$ cat src/rtl/tpu_pkg.sv
// Shared types and constants for the 2x2 systolic matrix unit sequencer.
// The feed schedule packs one cycle's selects as {a0, a1, b0, b1}.
package tpu_pkg;
    typedef enum logic [2:0] {
        ST_IDLE,
        ST_LOAD,
        ST_CLEAR,
        ST_FEED,
        ST_DRAIN,
        ST_CAPTURE,
        ST_OUT
    } state_e;

    localparam logic [1:0] SEL_K0   = 2'b00;
    localparam logic [1:0] SEL_K1   = 2'b01;
    localparam logic [1:0] SEL_ZERO = 2'b10;

    localparam logic [2:0] ADDR_W0 = 3'd0;
    localparam logic [2:0] ADDR_I0 = 3'd4;

    localparam logic [2:0] OUT_LAST_NARROW = 3'd3;
    localparam logic [2:0] OUT_LAST_WIDE   = 3'd7;

    // Row 1 / column 1 run one cycle behind row 0 / column 0 (skewed feed).
    localparam logic [3:0][7:0] FEED_SCHED = {
        {SEL_ZERO, SEL_ZERO, SEL_ZERO, SEL_ZERO},
        {SEL_ZERO, SEL_K1,   SEL_ZERO, SEL_K1  },
        {SEL_K1,   SEL_K0,   SEL_K1,   SEL_K0  },
        {SEL_K0,   SEL_ZERO, SEL_K0,   SEL_ZERO}
    };
endpackage

$ cat src/rtl/result_serializer.sv
// Captures the four accumulators, optionally clamps them to int8, and streams
// the result bytes out over a valid/ready handshake.
module result_serializer
    import tpu_pkg::*;
#(
    parameter int ACC_W = 16
) (
    input  logic             clk,
    input  logic             rst_n,
    input  logic             abort_i,
    input  logic             capture_i,
    input  logic             wide_i,
    input  logic [ACC_W-1:0] c00_i,
    input  logic [ACC_W-1:0] c01_i,
    input  logic [ACC_W-1:0] c10_i,
    input  logic [ACC_W-1:0] c11_i,
    input  logic             out_ready_i,
    output logic             out_valid_o,
    output logic [7:0]       out_data_o,
    output logic             last_o
);
    localparam logic signed [ACC_W-1:0] SAT_MAX = 127;
    localparam logic signed [ACC_W-1:0] SAT_MIN = -128;

    logic [3:0][ACC_W-1:0] acc;
    logic [3:0][7:0]       sat_b;
    logic [7:0][7:0]       buf_q, buf_d;
    logic [2:0]            idx_q, last_q;
    logic                  vld_q;

    assign acc = {c11_i, c10_i, c01_i, c00_i};

    for (genvar e = 0; e < 4; e++) begin : g_sat
        assign sat_b[e] = ($signed(acc[e]) > SAT_MAX) ? 8'h7F :
                          ($signed(acc[e]) < SAT_MIN) ? 8'h80 : acc[e][7:0];
    end

    // Wide: low/high byte per element. Narrow: one clamped byte per element.
    for (genvar b = 0; b < 8; b++) begin : g_byte
        localparam int EL = b / 2;
        logic [7:0] wb;
        assign wb       = (b % 2 == 1) ? acc[EL][15:8] : acc[EL][7:0];
        assign buf_d[b] = wide_i ? wb : ((b < 4) ? sat_b[b % 4] : 8'h00);
    end

    always_ff @(posedge clk or negedge rst_n) begin
        if (!rst_n) begin
            buf_q  <= '0;
            idx_q  <= '0;
            last_q <= '0;
            vld_q  <= 1'b0;
        end else if (abort_i) begin
            vld_q <= 1'b0;
            idx_q <= '0;
        end else if (capture_i) begin
            buf_q  <= buf_d;
            last_q <= wide_i ? OUT_LAST_WIDE : OUT_LAST_NARROW;
            idx_q  <= '0;
            vld_q  <= 1'b1;
        end else if (vld_q && out_ready_i) begin
            if (idx_q == last_q) begin
                vld_q <= 1'b0;
                idx_q <= '0;
            end else begin
                idx_q <= idx_q + 3'd1;
            end
        end
    end

    assign out_valid_o = vld_q;
    assign out_data_o  = vld_q ? buf_q[idx_q] : 8'h00;
    assign last_o      = vld_q & out_ready_i & (idx_q == last_q) & ~abort_i;
endmodule

$ cat src/rtl/mmu_sequencer.sv
// Job sequencer for the 2x2 systolic array: loads 8 operand bytes, runs the
// clear/feed/drain schedule, then hands the accumulators to the serializer.
module mmu_sequencer
    import tpu_pkg::*;
#(
    parameter int ACC_W        = 16,
    parameter int DRAIN_CYCLES = 2
) (
    input  logic             clk,
    input  logic             rst_n,
    input  logic             abort,
    input  logic             in_valid,
    output logic             in_ready,
    input  logic [7:0]       in_data,
    input  logic             out_wide,
    output logic             mem_we,
    output logic [2:0]       mem_addr,
    output logic [7:0]       mem_wdata,
    output logic             clear,
    output logic [1:0]       a0_sel,
    output logic [1:0]       a1_sel,
    output logic [1:0]       b0_sel,
    output logic [1:0]       b1_sel,
    input  logic [ACC_W-1:0] c00,
    input  logic [ACC_W-1:0] c01,
    input  logic [ACC_W-1:0] c10,
    input  logic [ACC_W-1:0] c11,
    output logic             out_valid,
    input  logic             out_ready,
    output logic [7:0]       out_data,
    output logic             busy,
    output logic             done
);
    localparam int CW = 8;

    state_e        state_q, state_d;
    logic [2:0]    addr_q, addr_d;
    logic [CW-1:0] cyc_q, cyc_d;
    logic          wide_q, wide_d;
    logic          hs_in, last_out;

    // Gated by rst_n so in_ready is low for the whole reset window.
    assign in_ready  = rst_n & ((state_q == ST_IDLE) | (state_q == ST_LOAD));
    assign hs_in     = in_valid & in_ready;
    assign mem_we    = hs_in;
    assign mem_addr  = addr_q;
    assign mem_wdata = in_data;
    assign clear     = (state_q == ST_CLEAR);
    assign busy      = (state_q != ST_IDLE);
    assign done      = last_out;

    always_comb begin
        {a0_sel, a1_sel, b0_sel, b1_sel} = {4{SEL_ZERO}};
        if (state_q == ST_FEED) {a0_sel, a1_sel, b0_sel, b1_sel} = FEED_SCHED[cyc_q[1:0]];
    end

    always_comb begin
        state_d = state_q;
        addr_d  = addr_q;
        cyc_d   = cyc_q;
        wide_d  = wide_q;
        unique case (state_q)
            ST_IDLE: if (hs_in) begin
                wide_d  = out_wide;
                addr_d  = addr_q + 3'd1;
                state_d = ST_LOAD;
            end
            ST_LOAD: if (hs_in) begin
                addr_d = addr_q + 3'd1;
                if (addr_q == ADDR_I0 + 3'd3) state_d = ST_CLEAR;
            end
            ST_CLEAR: begin
                cyc_d   = '0;
                state_d = ST_FEED;
            end
            ST_FEED: begin
                cyc_d = cyc_q + 1'b1;
                if (cyc_q == CW'(3)) begin
                    cyc_d   = '0;
                    state_d = ST_DRAIN;
                end
            end
            ST_DRAIN: begin
                cyc_d = cyc_q + 1'b1;
                if (cyc_q == CW'(DRAIN_CYCLES - 1)) begin
                    cyc_d   = '0;
                    state_d = ST_CAPTURE;
                end
            end
            ST_CAPTURE: state_d = ST_OUT;
            ST_OUT:     if (last_out) state_d = ST_IDLE;
            default:    state_d = ST_IDLE;
        endcase
        if (abort) begin
            state_d = ST_IDLE;
            addr_d  = ADDR_W0;
            cyc_d   = '0;
        end
    end

    always_ff @(posedge clk or negedge rst_n) begin
        if (!rst_n) begin
            state_q <= ST_IDLE;
            addr_q  <= ADDR_W0;
            cyc_q   <= '0;
            wide_q  <= 1'b0;
        end else begin
            state_q <= state_d;
            addr_q  <= addr_d;
            cyc_q   <= cyc_d;
            wide_q  <= wide_d;
        end
    end

    result_serializer #(.ACC_W(ACC_W)) u_ser (
        .clk        (clk),
        .rst_n      (rst_n),
        .abort_i    (abort),
        .capture_i  (state_q == ST_CAPTURE),
        .wide_i     (wide_q),
        .c00_i      (c00),
        .c01_i      (c01),
        .c10_i      (c10),
        .c11_i      (c11),
        .out_ready_i(out_ready),
        .out_valid_o(out_valid),
        .out_data_o (out_data),
        .last_o     (last_out)
    );
endmodule

$ cat config.mk
export PLATFORM = sky130hd
export DESIGN_NAME = mmu_sequencer
export DESIGN_NICKNAME = d
export VERILOG_FILES = /design/src/rtl/tpu_pkg.sv /design/src/rtl/result_serializer.sv /design/src/rtl/mmu_sequencer.sv
export SDC_FILE = /design/constraint.sdc
export NUM_CORES = 1
export LEC_CHECK = 0
export CORE_AREA = 3 3 107 109
export DETAILED_ROUTE_END_ITERATION = 12
export DIE_AREA = 0 0 110 112
export PLACE_DENSITY = 0.77
export SYNTH_ARGS = -nofsm -noshare
export SYNTH_HDL_FRONTEND = slang
export SYNTH_SLANG_ARGS = --single-unit
$ cat constraint.sdc
create_clock -name clk -period 2 [get_ports clk]
set_input_delay 0.4 -clock clk [delete_from_list [all_inputs] [get_ports clk]]
set_output_delay 0.4 -clock clk [all_outputs]
set_load 0.02 [all_outputs]
==> metrics.txt, run 1 <==
status=finished with violations; failing checks=negative setup slack; min-delay worst type=primary input to asynchronous set/reset pin; GPL Wtd Cong=between 0.8 and 0.9; row count=38; synth warn=0; LEAKAGE=between 2 and 3 nW; Worst R2R Setup Slack=~0.01 ns; first-pass GRT wire length=22.7 mm; CTS Buffer Depth=2; Final Worst Setup Slack=-0.273 ns; hold slack final=0.320 ns; RSZ-0062 raised after global routing=true; commonest non-fill, non-tap cell in the layout=nand2_1; Mapped Nets=617; Slew headroom=0.275; most frequent cells in the layout=nand2_1, dfrtp_1, clkdlybuf4s50_1; Cell variety after synth=49; Worst R2R End=state_q[1]; Final period util=1.14; required time worst endpoint=around 1.6 ns; Final Slew Violations=0; die height=between 100 and 150 um; Highest Clock Rate=440 MHz; core area=approximately 11,000 um2; type of origin of the critical path=register; GRT Overall Usage=0.238; post-route insts no fill=777; synthesized flop and latch total=85; htree depth=3; first-pass detailed-route iteration total=5; Slew @ Worst Pin=~1.1 ns; Peak VDD IR=about 0.27 mV; Post-synth EDFFs=0; post-route clock skew=about 0.012 ns; DR vias/cell=about 5.8; crit path time final=approximately 2.3 ns; top_reg_cell synth=dfrtp_1; area of the die=around 12,000 um2; sequential share of the synthesized area=0.442; Worst EP arrival=about 1.9 ns; # diodes=0; critical setup path kind=register to output pin; I/O pin cnt=between 100 and 150; Async SR Flop Fraction=1.00; Synth Instances=between 500 and 600; fin nets=716; number of antenna-violating nets in the routed design=0; CTS tree=built; Clk pin slew, worst setup/hold paths=roughly 0.080 ns; initial drt markers=just under 300; Hold Fails Final Rpt=0; RR Startpoint=cyc_q[1]; Die X=110 um; Sinks on Clock Net=between 80 and 90; Finish-stage setup viols=9; share of cells above drive strength 1=0.165; final WL=~14 mm; hpwl dp=approximately 10 mm; syn avg cell area=about 9.0 um2; CP max FO=9; initial antenna violation count=0; DP Cell Count=756; via count=4,501; grt total ovfl=0; Worst-Skew Late Latency=around 0.37 ns; Core Util, Final=0.584; # DRC=0; CTS buffer count=9; Layout area overhead=29.9%; cell at the root of the clock tree=clkbuf_8; CP Capture Type=output pin; largest net degree at the start of global routing=86; initial core utilization=0.449; vias in the first global route=between 4,000 and 5,000; Setup WS pre-CTS=-0.370 ns; WL/cell=about 18 um; total chip power=approximately 3.5 mW; Port Buf Inserts=94; R2R cell count=7; Max Cap Viol=0; mapped cell area=roughly 4800 um2; Power Density=567 nW/um2
==> metrics by stage <==
stage / area [um2] / setup TNS [ns]
detailed placement: 6030 / -2.98
global placement: 6030 / -2.53
floorplan: 4810 / 0
CTS: 6260 / -2.60
global route: 6240 / -2.96
finish: 6240 / -2.20
==> layer usage <==
metal,vias to the layer above,global-route usage,routed length (um)
li1,2075,-,-
met1,2182,0.319,5710
met2,201,0.375,6930
met3,43,0.0429,861
met4,0,0.107,521
met5,-,0,0
==> worst max path at each step <==
| stage | slack (ns) | cells past startpoint | to | from |
|---|---|---|---|---|
| 5_1_grt | -0.35 | 5 | out_data[2] | u_ser.idx_q[0] |
| 4_1_cts | -0.32 | 6 | out_data[4] | u_ser.idx_q[0] |
| 2_1_floorplan | 0.04 | 5 | out_data[6] | u_ser.idx_q[0] |
| 6_report | -0.27 | 5 | out_data[2] | u_ser.idx_q[0] |
| 3_3_place_gp | -0.32 | 5 | done | out_ready |
| 3_5_place_dp | -0.37 | 5 | done | out_ready |
==> critical path: stages, from the launching register on <==
cell and delay [ns]:
dfrtp_2 0.43, buf_12 0.16, mux4_2 0.49, mux2i_1 0.17
nor2_1 0.09, buf_2 0.17
==> power breakdown <==
group          total [mW]  switching [mW]  internal, mW
Combinational       0.494           0.261         0.233
Clock                1.25           0.669         0.582
Sequential           1.80          0.0491          1.75
Total                3.54           0.979          2.56
==> layout make-up <==
class                           count  area (um2)
Sequential cell                    85        2130
Timing Repair Buffer              135        1270
Multi-Input combinational cell    395        2450
Fill cell                         964        4460
Inverter                            6        22.5
Clock buffer                        9         124
Tap cell                          140         175
Clock inverter                      7        72.6
==> repair_timing <==
action / 4_1_cts / 5_1_grt
hold buffers: 0 / 0
pin swaps: 2 / 3
setup buffers: 5 / 0
setup endpoints to repair: 21 / 22
gates cloned: 1 / 0
resized for setup: 64 / 12
==> cells by family after synthesis <==
| kind of cell | share of synthesized area |
|---|---|
| simple gates | 0.229 |
| compound gates | 0.141 |
| flops | 0.442 |
| buf+inv | 0.0583 |
| mux | 0.104 |
| fa+ha+maj | 0.0156 |
| xor+xnor | 0.00911 |
==> flip-flops by register name, indices dropped and copies added (netlist names) <==
register           cells
u_ser.buf_q           64
cyc_q                  8
mem_addr               3
state_q                3
u_ser.idx_q            3
u_ser.last_q           2
u_ser.out_valid_o      1
wide_q                 1
==> synth_stat cells, types with 3 or more instances <==
master      n  area [um2]
nand3_1    34         170
o211ai_1   23         173
nor4_1     10        62.6
buf_4      14         105
mux4_2     16         360
ha_1        6        75.1
xor2_1      4        35.0
inv_1       5        18.8
nor2_1     47         176
o21ai_0    51         255
nor3_1      4        20.0
and3_1      6        37.5
mux2i_1    13         130
nand4_1     9        56.3
buf_2      11        55.1
a21oi_1    20         100
clkbuf_1   19        71.3
nor3b_1     4        30.0
o31ai_1     3        22.5
dfrtp_1    85        2130
nand2_1   117         439
No activity file was read; power rests on OpenSTA's default activity.
==> run 2, diff against run 1 <==
- CORE_AREA: 3 3 107 109 -> 3 3 106 108
- CTS_BUF_LIST: not set -> sky130_fd_sc_hd__clkbuf_8
- DIE_AREA: 0 0 110 112 -> 0 0 109 111
- PLACE_DENSITY: 0.77 -> 0.78
==> run 2 against run 1 <==
  * Routed wire length up 1.3%
  * Sequential share of layout area down 0.35 points
  * Fmax shrank 3.9%
  * Sequential cell count stayed put
  * The flow still finishes with violations (negative setup slack)
  * First-iteration DRC count grew 6.1%
  * Setup slack got worse by 0.093 ns
  * Worst hold slack lost 0.023 ns
  * Count of clock-buffer cells in the layout stayed put
  * Register-to-register slack improved by 0.12 ns
  * Sequential power about the same
  * Core utilization rose by 2.7 points
  * Critical path depth grew 1
==> metrics.txt, run 2 (synthesis results as in run 1) <==
status=finished with violations; failing checks=negative setup slack; most frequent cells in the layout=nand2_1, dfrtp_1, clkdlybuf4s50_1; post-route insts no fill=777 (unchanged); DR vias/cell=5.86 (+1.1%); Final Slew Violations=0 (unchanged); # diodes=0 (unchanged); CP max FO=5 (-4); Final Worst Setup Slack=-0.366 ns (-0.0933 ns); die height=111 um (-0.89%); Largest register FFs=64 (unchanged); CTS tree=built; core area=10,300 um2 (-3.5%); Worst EP arrival=1.97 ns (+0.10 ns); Largest regs=u_ser.buf_q (64), cyc_q (8); Worst R2R Setup Slack=0.13 ns (+0.12 ns); CTS Buffer Depth=2 (unchanged); I/O pin cnt=111 (unchanged); CTS buffer count=9 (unchanged); number of antenna-violating nets in the routed design=0 (unchanged); largest net degree at the start of global routing=86 (unchanged); Final period util=1.18 (+0.0466); cell at the root of the clock tree=clkbuf_8; Power Density=584 nW/um2 (+3.0%); CP delay by family, top=multiplexers; Layout area overhead=31.2%; Hold Fails Final Rpt=0 (unchanged); GRT Overall Usage=0.244 (+0.00529); row count=37 (-2.6%); initial antenna violation count=0 (unchanged); Highest Clock Rate=423 MHz (-3.9%); setup_tns=-2.75 ns (-0.540 ns); final WL=14.2 mm (+1.3%); Buf/Inv on CP=3 (+1); post-route clock skew=0.0137 ns (+0.00184 ns); crit path time final=2.37 ns (+0.0933 ns); LEAKAGE=2.70 nW (+1.2%); WL/cell=18.3 um (+1.3%); CP max stage cell=mux4_2; Die X=109 um (-0.91%); Largest Register=u_ser.buf_q; fill count=864 (-10%); min-delay worst type=primary input to asynchronous set/reset pin; first-pass detailed-route iteration total=5 (unchanged); total chip power=3.69 mW (+4.1%); grt total ovfl=0 (unchanged); Port Buf Inserts=94 (unchanged); Peak VDD IR=0.425 mV (+56%); fin nets=720 (+0.56%); hpwl dp=10.2 mm (+0.41%); first-pass GRT wire length=23.0 mm (+1.5%); critical setup path kind=register to output pin; CP Cell Sequence=buf_4, buf_12, mux4_2, mux2i_1, nor2_1, buf_2; initial drt markers=312 (+6.1%); CP Capture Type=output pin; vias in the first global route=4,620 (+3.4%); Crit path largest cell delay=0.49 ns (about the same); type of origin of the critical path=register; share of cells above drive strength 1=0.176 (+0.0115); Slew headroom=0.285 (+0.00935); Finish-stage setup viols=9 (unchanged); htree depth=3 (unchanged); required time worst endpoint=1.60 ns (about the same); DP Cell Count=752 (-0.53%); commonest non-fill, non-tap cell in the layout=nand2_1; GPL Wtd Cong=0.892 (+0.65%); via count=4,552 (+1.1%); Worst-Skew Late Latency=0.37 ns (about the same); Max Cap Viol=0 (unchanged); Clk pin slew, worst setup/hold paths=0.10 ns (+0.02 ns); Slew @ Worst Pin=1.07 ns (-0.0140 ns); RSZ-0062 raised after global routing=true; area of the die=12,100 um2 (-1.8%); # DRC=0 (unchanged); Core Util, Final=0.611 (+0.0273); Sinks on Clock Net=85 (unchanged); initial core utilization=0.466 (+0.0163)
## run 2: cell count changes in the layout (fill, tap and decap cells not counted), moves of 2 or more
cell	change
dlygate4sd2_1	-5
buf_4	+4
buf_6	+2
clkdlybuf4s15_1	+2
clkdlybuf4s15_2	+2
clkinv_4	+2
## run 2: repair_timing
item | 4_1_cts | 5_1_grt
gates cloned | 2 | 0
pin swaps | 3 | 1
resized for setup | 74 | 19
setup buffers | 6 | 3
setup endpoints to repair | 27 | 21
hold buffers | 0 | 0
## run 2: final timing paths
check / startpoint / end / depth (start not counted)
min in group clk: u_ser.buf_q[54] / u_ser.buf_q[54] / 2
max in group asynchronous: rst_n / u_ser.idx_q[0] / 2
max reg2reg: state_q[2] / u_ser.buf_q[22] / 6
min reg2reg: u_ser.buf_q[54] / u_ser.buf_q[54] / 2
min: rst_n / cyc_q[0] / 2
max: u_ser.idx_q[0] / out_data[1] / 6
## run 2: layer usage
layer / GRT usage / wire [um]
met2: 0.397 / 7070
met1: 0.312 / 5570
met3: 0.0396 / 1040
met5: 0 / 0
met4: 0.117 / 538
## run 2: layout make-up
type / count / area, um2 / share of cell area
Clock buffer: 9 / 124 / 0.0196
Inverter: 6 / 22.5 / 0.00357
Clock inverter: 7 / 98.8 / 0.0157
Timing Repair Buffer: 139 / 1320 / 0.210
Multi-Input combinational cell: 395 / 2440 / 0.387
Sequential cell: 85 / 2130 / 0.338
Tap cell: 136 / 170 / 0.0270
## run 2: stage by stage
stage          setup WS, ns  hold WS [ns]  instance area [um2]
2_1_floorplan        0.0407         0.104                 4810
3_3_place_gp         -0.321         0.458                 6010
3_5_place_dp         -0.353         0.470                 6010
4_1_cts              -0.365         0.372                 6310
5_1_grt              -0.451         0.419                 6310
6_report             -0.366         0.298                 6310
## run 2: where the power goes
group	leakage, nW	internal [mW]	switching [mW]
sequential	1.16	1.75	0.0288
combinational	1.43	0.239	0.286
clock	0.110	0.710	0.674
